$ cat config.mk
export PLATFORM = sky130hd
export DESIGN_NAME = seq_div16x8
export DESIGN_NICKNAME = d
export VERILOG_FILES = /design/src/rtl/seq_div16x8.sv
export SDC_FILE = /design/constraint.sdc
export NUM_CORES = 1
export LEC_CHECK = 0
export ABC_AREA = 0
export CAP_MARGIN = 20
export CORE_MARGIN = 2
export CORE_UTILIZATION = 50
export CTS_BUF_LIST = sky130_fd_sc_hd__clkbuf_4
export DETAILED_ROUTE_END_ITERATION = 16
export GPL_TIMING_DRIVEN = 0
export PLACE_DENSITY = 0.8
export SLEW_MARGIN = 40
export SYNTH_ARGS = -nofsm -noshare
export SYNTH_HDL_FRONTEND = slang
export SYNTH_SLANG_ARGS = --single-unit
$ cat constraint.sdc
create_clock -name clk -period 3.9 [get_ports clk]
set_input_delay 1.17 -clock clk [delete_from_list [all_inputs] [get_ports clk]]
set_output_delay 1.17 -clock clk [all_outputs]
set_load 0.01 [all_outputs]
$ cat src/rtl/seq_div16x8.sv
`default_nettype none
// ============================================================================
// Module      : seq_div16x8
// Description : Multi-cycle restoring divider, 16-bit unsigned dividend by
//               8-bit unsigned divisor, one quotient bit per cycle MSB first,
//               valid/ready handshake on operand and result sides.
//               Optional macro DIV_ZERO_FAST_EN: a zero divisor finishes one
//               cycle after accept instead of running all 16 iterations.
// Revision    : 1.0 - initial release
// ============================================================================
module seq_div16x8 #(
  parameter int DW = 16,
  parameter int VW = 8
) (
  input  logic          clk,
  input  logic          rst,
  input  logic          in_valid,
  output logic          in_ready,
  input  logic [DW-1:0] dividend,
  input  logic [VW-1:0] divisor,
  output logic          out_valid,
  input  logic          out_ready,
  output logic [DW-1:0] quot,
  output logic [VW-1:0] rem,
  output logic          div_by_zero
);

  localparam int CW = $clog2(DW);
  localparam logic [CW-1:0] c_last = CW'(DW - 1);

  typedef enum logic [1:0] {
    S_IDLE = 2'd0,
    S_BUSY = 2'd1,
    S_DONE = 2'd2
  } state_t;

  state_t        r_state;
  state_t        w_next_state;

  // r_work starts as the dividend and shifts left once per iteration; the
  // vacated LSBs collect quotient bits, so after DW steps it holds the quotient.
  logic [DW-1:0] r_work;
  logic [VW-1:0] r_divisor;
  logic [VW-1:0] r_dvd_lo;
  logic [VW-1:0] r_part;
  logic [CW-1:0] r_cnt;

  logic [VW:0]   w_shift;
  logic          w_ge;
  logic [VW-1:0] w_part_next;
  logic [DW-1:0] w_work_next;
  logic          w_last;
  logic          w_zero;

  // One restoring step: bring in the next dividend bit, subtract if it fits.
  // The 9-bit shifted value only carries a set top bit transiently; once the
  // divisor is subtracted the remainder always fits back into VW bits.
  always_comb begin
    w_shift     = {r_part, r_work[DW-1]};
    w_ge        = w_shift[VW] | (w_shift[VW-1:0] >= r_divisor);
    w_part_next = w_ge ? (w_shift[VW-1:0] - r_divisor) : w_shift[VW-1:0];
    w_work_next = {r_work[DW-2:0], w_ge};
    w_last      = (r_cnt == c_last);
    w_zero      = (r_divisor == '0);
  end

  assign in_ready  = (r_state == S_IDLE) && !rst;
  assign out_valid = (r_state == S_DONE);

  // State register.
  always_ff @(posedge clk or posedge rst) begin
    if (rst) r_state <= S_IDLE;
    else     r_state <= w_next_state;
  end

  // Next-state decode.
  always_comb begin
    w_next_state = r_state;
    case (r_state)
      S_IDLE:  if (in_valid) w_next_state = S_BUSY;
      S_BUSY:  if (w_last) w_next_state = S_DONE;
      S_DONE:  if (out_ready) w_next_state = S_IDLE;
      default: w_next_state = S_IDLE;
    endcase
  end

  // Operand capture, iteration datapath and result registers.
  always_ff @(posedge clk or posedge rst) begin
    if (rst) begin
      r_work      <= '0;
      r_divisor   <= '0;
      r_dvd_lo    <= '0;
      r_part      <= '0;
      r_cnt       <= '0;
      quot        <= '0;
      rem         <= '0;
      div_by_zero <= 1'b0;
    end else begin
      case (r_state)
        S_IDLE: begin
          if (in_valid) begin
            r_work      <= dividend;
            r_divisor   <= divisor;
            r_dvd_lo    <= dividend[VW-1:0];
            r_part      <= '0;
            div_by_zero <= 1'b0;
`ifdef DIV_ZERO_FAST_EN
            // A zero divisor jumps straight to the final iteration, so the
            // forced result appears one cycle after accept.
            r_cnt       <= (divisor == '0) ? c_last : '0;
`else
            r_cnt       <= '0;
`endif
          end
        end
        S_BUSY: begin
          r_work <= w_work_next;
          r_part <= w_part_next;
          r_cnt  <= r_cnt + CW'(1);
          if (w_last) begin
            // The zero-divisor result is forced rather than left to the
            // arithmetic, so it is the same whichever path produced it.
            quot        <= w_zero ? {DW{1'b1}} : w_work_next;
            rem         <= w_zero ? r_dvd_lo : w_part_next;
            div_by_zero <= w_zero;
          end
        end
        default: ;
      endcase
    end
  end

endmodule
`default_nettype wire

Word-level counts from Yosys, hierarchy flattened
Index checks and enable logic that the tools add are counted. W data, S select, Z words.

$add $sub $neg: 2. Bitwise logic cells: 1. Multipliers: 0. Divide/modulo/power cells: 0. Shift operators: 0. Equality and inequality tests: 6. $lt $le $gt $ge: 1. Reductions and logical operators: 10. Mux-type cells: 16.

Operators with widths (number): $mux W16 (2); $pmux W16 S2 (1); $mux W8 (3); $pmux W8 S2 (1); $ge A8 B8 Y1 (1); $logic_not A8 Y1 (1); $pmux W4 S2 (1); $sub A8 B8 Y8 (1); $mux W2 (3); $pmux W2 S3 (1); $reduce_and A2 Y1 (3); $reduce_and A3 Y1 (2); $add A4 B1 Y4 const B (1); $eq A4 B4 Y1 const B (1); $mux W4 (1); $ne A2 B2 Y1 const B (2); $eq A2 B1 Y1 const B (1); $eq A2 B2 Y1 const B (1); $logic_not A2 Y1 (1); $mux W1 (2); $ne A2 B1 Y1 const B (1); $pmux W1 S2 (1); $reduce_bool A2 Y1 (1); $logic_and A1 B1 Y1 (1); other kinds (2) (2).

Register bits after elaboration: 71. Memories: 0. Memory bits (writable): 0. Bits in read-only memories: 0. Latch bits: 0. Output and inout port bits: 27. Input port bits: 28. Word-level logic and storage cells: 45.

Depth between registers and ports, before layout
Gate-level depths: netlist of run 1.

Depth in word-level cells: 4. Mapped depth: 10.

Least setup slack after synthesis of run 1
OpenSTA, ideal clock, no wires.

Path kind: input to output. From: input rst. To: output in_ready. Setup slack: 1301 ps. Path buffers: 0. Stages: 1. Arrival: 1429 ps. Cell sequence: nor3_1.

Cells in the longest elaborated chain, start to end: 2.

RTL lines: start: declaration (RTL line 16) `input logic rst,`; $logic_not A1 Y1 (no source line); $logic_and A1 B1 Y1 (RTL line 67) `assign in_ready = (r_state == S_IDLE) && !rst;`; end: declaration (RTL line 18) `output logic in_ready,`.

No other way between the ends.

Final worst setup path of run 1
Ends and elaborated chain as after synthesis.

==> results of run 1 <==
cell families (layout without fill, tap and decap cells):
family | count (synthesis) | after routing | synth area share [%]
AO/OA/AOI/OAI | 117 | 117 | 23.2
multiplexers | 18 | 18 | 5.49
adder cells (fa/ha/maj) | 10 | 10 | 3.78
AND/OR/NAND/NOR | 72 | 72 | 11.8
XOR/XNOR | 4 | 4 | 0.998
buffers and inverters | 33 | 104 | 4.14
flip-flops | 71 | 71 | 50.6
area by class of cell:
type                            count  share of cell area (%)
Timing Repair Buffer               55                    12.9
Buffer                             19                    2.13
Tap cell                           96                    2.77
Clock inverter                      6                    1.59
Inverter                           14                    1.33
Multi-Input combinational cell    221                    36.6
Clock buffer                       10                    1.73
Sequential cell                    71                    40.9
metrics by stage:
step                setup TNS [ns]  utilization, %  hold WS, ns  instances  power, mW
finish                           0            63.9        0.502        492       4.14
detailed placement               0            61.7        0.489        476       3.65
floorplan                        0               -        0.450        325       2.92
global placement            -18.87            61.4        0.469        475       3.54
global route                     0            63.9        0.535        492       4.44
CTS                              0            63.9        0.515        492       4.14
layer usage:
layer | part of all wire (%) | vias up | GRT usage, %
met5 | 0 | - | 0
met4 | 1.9 | 0 | 9.23
met3 | 3.9 | 17 | 4.24
met2 | 49 | 73 | 37.7
met1 | 45 | 1405 | 32.4
li1 | - | 1324 | -
sequential cells by signal, summed over array words and instances, names as in the netlist:
signal,cells
r_state,2
quot,16
r_divisor,8
r_part,8
r_cnt,4
rem,8
r_dvd_lo,8
r_work,16
div_by_zero,1
worst paths after layout:
path,endpoint,slack (ns)
max,in_ready,0.35
min in group asynchronous,quot[2]$_DFFE_PP0P_,1.10
max in group asynchronous,r_divisor[1]$_DFFE_PP0P_,2.28
max reg2reg,r_part[0]$_DFFE_PP0P_,1.29
min,r_work[15]$_DFFE_PP0P_,0.50
min reg2reg,r_work[15]$_DFFE_PP0P_,0.50
power by group through the flow:
stage	Combinational, mW	Sequential [mW]	Clock, mW
after floorplan	1.52	1.40	0
after global placement	2.14	1.40	0
after detailed placement	2.23	1.42	0
after CTS	2.25	1.40	0.487
after global routing	2.47	1.45	0.518
final	2.25	1.41	0.480
critical path, stage by stage:
cell	delay, ns
clkdlybuf4s50_1	0.48
nor3_1	0.17
clkdlybuf4s50_1	0.56
cells in the final DEF, fill, tap and decap left out, types with 3 or more instances in the layout:
cell / synthesis / final
nor2_1: 8 / 8
xor2_1: 3 / 3
nand2_1: 25 / 25
o21ai_0: 40 / 40
nand2b_1: 3 / 3
nor2b_1: 13 / 13
dfrtp_1: 71 / 71
a22oi_1: 15 / 15
inv_1: 14 / 13
mux2i_1: 8 / 8
a21oi_1: 23 / 23
nand3_1: 4 / 4
mux2_2: 10 / 10
buf_2: 5 / 5
ha_1: 9 / 9
clkdlybuf4s50_1: 0 / 54
o22a_1: 15 / 15
clkbuf_4: 0 / 10
clkbuf_1: 11 / 11
and3b_1: 4 / 4
==> results.ini, run 1 <==
[timing]
fmax_mhz = 281
rsz0062_at_grt = no
hold_viol_final = 0
worstMarginPinSlew_ns = 0.621
period_minus_slack_ns = 3.55
fin_ws_ns = 0.347
finalSetupViolations = 0
finalMaxSlewViolations = 0
relSlewSlack_pct = 58.4
skew_ns = 0.0237
fin_crit_sh_pct = 91.1

[floorplanning]
die_w_um = 87.8
core_um2 = 6790
initial_core_util_pct = 51.7
io_pins = 55
dieArea_um2 = 7710
rows = 30
die_h_um = 87.8

[placed_design]
io_buffer_count = 54
place_congestion = 0.908
pre_cts_slack_ns = 0.339
place_area_um2 = 4200
hpwlAfterDp_um = 6230

[setup_path]
cp_data_required_time_ns = 2.73
rr_startpoint = r_work[15]$_DFFE_PP0P_
end_kind = primary output
worstPathMaxFanout = 2
crit_path_start_kind = input pin
crit_path_start = rst
reg2reg_depth = 9
arrival_ns = 2.38
worst-setup-path-type = input pin to primary output

[clocking]
numCtsBuffers = 9
postCtsSetupBuffers = 0
clockBufferDepth = 2
cts.repair.resized = 0
cts_sinks = 71
clkTransAtPathRegs_ns = 0.11
clockRootBuffer = clkbuf_4
cts_tree = yes
clock_latency_ns = 0.44
holdBufCountCts = 0
h-tree-depth = 3

[logic_synthesis]
synth_area_um2 = 3510
synth.avg_cell_area_um2 = 10.8
synth_edf_count = 0
synth_top_area_share_pct = 50.6
yosysMostFrequentCell = dfrtp_1
synth_common_cells = dfrtp_1 (71), o21ai_0 (40), nand2_1 (25)
synth.yosys.seq_area_share_pct = 50.6
ys_dominant_reg_cell = dfrtp_1
synth_area_leaders = dfrtp_1 (51%), o21ai_0 (5.7%), o22a_1 (3.7%)
yosysWarnings = 0
synth_nets = 363
synth_largest_area_cell = dfrtp_1
async_reset_ff_share_pct = 100
synth-seq-cells = 71
yosysUniqueCellTypes = 55
syn_inst = 325

[global_route]
grt_pass1_vias = 2792
grt_remaining_overflow = 0
grt_pass1_wl_um = 13800
grt_start_max_net_pins = 38
track_usage_pct = 23.7
antenna_found_initial = 0

[drt]
postRouteAntennaNets = 0
drcViolationCount = 0
drtPass1Iterations = 4
vias = 2819
drt-total-wl_um = 8360
vias_per_cell = 5.73
drtIter0Drc = 220
avgRoutedWirePerCell_um = 17.0

[pwr]
power.internal_mw = 2.40
netSwitchingFraction_pct = 42.1
p_switching_mw = 1.74
comb_power_share_pct = 54.3
p_per_area_nw_per_um2 = 953
leakage_nw = 1.82
pwr-share-seq_pct = 34.1
power_frac_clock_pct = 11.6
peakVddDrop_mv = 0.427

[min_path]
hold_depth = 2
min_from = r_work[15]$_DFFE_PP0P_
hp-class = flop to flop

[layout]
fillers = 576
multiInputGateArea_um2 = 1590
drive_above_1_share_pct = 11.9
antenna_cells = 0
finalInstanceArea_um2 = 4340
areaGrowthSynthToFinish_pct = 23.6
fin_nets = 429
register_area_um2 = 1780

[status]
status = finished, final reports clean

[flow_run]
max_cap_viol_count = 0

Note: power is estimated with default switching activity, not from simulation.
==> run 2, diff against run 1 <==
Settings changed: CORE_UTILIZATION 50 to 35, PLACE_DENSITY 0.8 to 0.61.
==> run 2 against run 1 <==
Critical path depth unchanged. Cell count up 7.5%. Largest cell class unchanged. Highest routed layer unchanged. Sequential share of layout area down 0.39 points. Die area up 41%.
==> results.ini, run 2 (same netlist as run 1, synthesis figures left out) <==
[drt]
postRouteAntennaNets = 0  ; unchanged
drcViolationCount = 0  ; unchanged
vias = 2781  ; -1.3%
avgRoutedWirePerCell_um = 16.9  ; -0.63%
vias_per_cell = 5.26  ; -8.2%
drtIter0Drc = 137  ; -38%
drt-total-wl_um = 8930  ; +6.8%
drtPass1Iterations = 6  ; +2

[setup_path]
cp_data_required_time_ns = 2.73  ; about the same
worstPathMaxFanout = 2  ; unchanged
r2r_end = r_part[0]$_DFFE_PP0P_
arrival_ns = 2.42  ; +0.04 ns
critPathMostFrequentCell = clkdlybuf4s50_1
rr_startpoint = r_work[15]$_DFFE_PP0P_
worst-setup-path-type = input pin to primary output
reg2reg_depth = 9  ; unchanged
r2r_setup_slack_ns = 1.35  ; +0.06 ns
max_stage_delay_ns = 0.57  ; about the same
cp_slowest_cell = clkdlybuf4s50_1
crit_path_start_kind = input pin
crit_chain = clkdlybuf4s50_1 -> nor3_1 -> clkdlybuf4s50_1
end_kind = primary output

[min_path]
worstHoldEndpoint = r_work[15]$_DFFE_PP0P_
hold_depth = 2  ; unchanged
hp-class = flop to flop
min_from = r_work[15]$_DFFE_PP0P_

[floorplanning]
initial_core_util_pct = 35.9  ; -16 points
die_w_um = 104  ; +19%
rows = 36  ; +20%
die_h_um = 104  ; +19%
dieArea_um2 = 10800  ; +41%
io_pins = 55  ; unchanged
core_um2 = 9770  ; +44%

[layout]
reg.largest.list = quot (16), r_work (16)
mostFrequentLayoutCell = dfrtp_1
antenna_cells = 0  ; unchanged
areaGrowthSynthToFinish_pct = 24.8
drive_above_1_share_pct = 11.6  ; -0.25 points
final_cell_mix = dfrtp_1 (71), clkdlybuf4s50_1 (54), o21ai_0 (40)
finalInstanceArea_um2 = 4380  ; +0.95%
fin_nets = 429  ; unchanged

[timing]
rsz0062_at_grt = no
finalSetupViolations = 0  ; unchanged
relSlewSlack_pct = 61.5  ; +3.1 points
hold_viol_final = 0  ; unchanged
timing.setup.tns_ns = 0  ; unchanged
finalMaxSlewViolations = 0  ; unchanged
fin_crit_sh_pct = 92.1  ; +1.0 points
skew_ns = 0.0104  ; -0.0134 ns
worstMarginPinSlew_ns = 0.570  ; -0.0515 ns
fmax_mhz = 278  ; -1.1%
period_minus_slack_ns = 3.59  ; +0.0397 ns

[placed_design]
place_area_um2 = 4240  ; +1.1%
hpwlAfterDp_um = 6510  ; +4.5%
place_congestion = 0.790  ; -13%
io_buffer_count = 54  ; unchanged

[flow_run]
max_cap_viol_count = 0  ; unchanged

[global_route]
grt_remaining_overflow = 0  ; unchanged
antenna_found_initial = 0  ; unchanged
grt_start_max_net_pins = 38  ; unchanged
grt_pass1_wl_um = 14800  ; +6.6%
track_usage_pct = 17.2  ; -6.5 points
grt_pass1_vias = 2831  ; +1.4%

[clocking]
clockBufferDepth = 2  ; unchanged
numCtsBuffers = 9  ; unchanged
cts.repair.resized = 0  ; unchanged
cts_sinks = 71  ; unchanged
clockRootBuffer = clkbuf_4
clkTransAtPathRegs_ns = 0.12  ; about the same
h-tree-depth = 3  ; unchanged
postCtsSetupBuffers = 0  ; unchanged
cts_tree = yes
holdBufCountCts = 0  ; unchanged
clock_latency_ns = 0.42  ; -0.02 ns

[pwr]
p_per_area_nw_per_um2 = 942  ; -1.1%
peakVddDrop_mv = 0.362  ; -15%
leakage_nw = 1.81  ; -0.39%

[status]
status = finished, final reports clean

run 2: worst max-delay path by stage:
stage	startpoint	to	slack [ns]	depth (start not counted)
after floorplan	rst	div_by_zero$_DFFE_PP0P_	0.93	1
after global placement	rst	rem[2]$_DFFE_PP0P_	-0.37	2
after detailed placement	rst	in_ready	0.33	3
after CTS	r_state[0]$_DFFE_PP0P_	in_ready	0.30	4
after global routing	r_state[0]$_DFFE_PP0P_	in_ready	0.17	4
final	rst	in_ready	0.31	3
run 2: stage by stage:
step	util (%)	cells	worst slack [ns]	total power [mW]	hold slack [ns]
6_report	44.8	529	0.307	4.13	0.497
5_1_grt	44.8	529	0.169	4.44	0.518
4_1_cts	44.8	529	0.303	4.15	0.500
3_5_place_dp	43.4	513	0.325	3.66	0.472
3_3_place_gp	43.1	512	-0.373	3.60	0.468
2_1_floorplan	-	325	0.933	2.92	0.450
run 2: per-layer routing:
layer	GRT usage, %	part of all wire, %	vias up
li1	-	-	1321
met1	22.9	47	1387
met2	28.5	48	61
met3	4.01	4.1	12
met4	3.96	1.0	0
met5	0	0	-
run 2: layout make-up:
cell class / instances / area [um2]
clock inverter: 7 / 71.3
timing repair buffer: 55 / 561
tap: 133 / 166
fill: 943 / 5390
multi-input combinational: 221 / 1590
inverter: 14 / 57.6
buffer: 19 / 92.6
sequential: 71 / 1780
clock buffer: 9 / 67.6
run 2: where the power goes:
group	total (mW)	switching (mW)	internal [mW]
logic	2.22	1.15	1.07
registers	1.42	0.301	1.12
clock network	0.484	0.288	0.195
total	4.13	1.74	2.38
run 2: critical path, delay by kind of cell:
family	cells	cell delay, ns
buffers and inverters	2	1.05
and+or+nand+nor	1	0.19
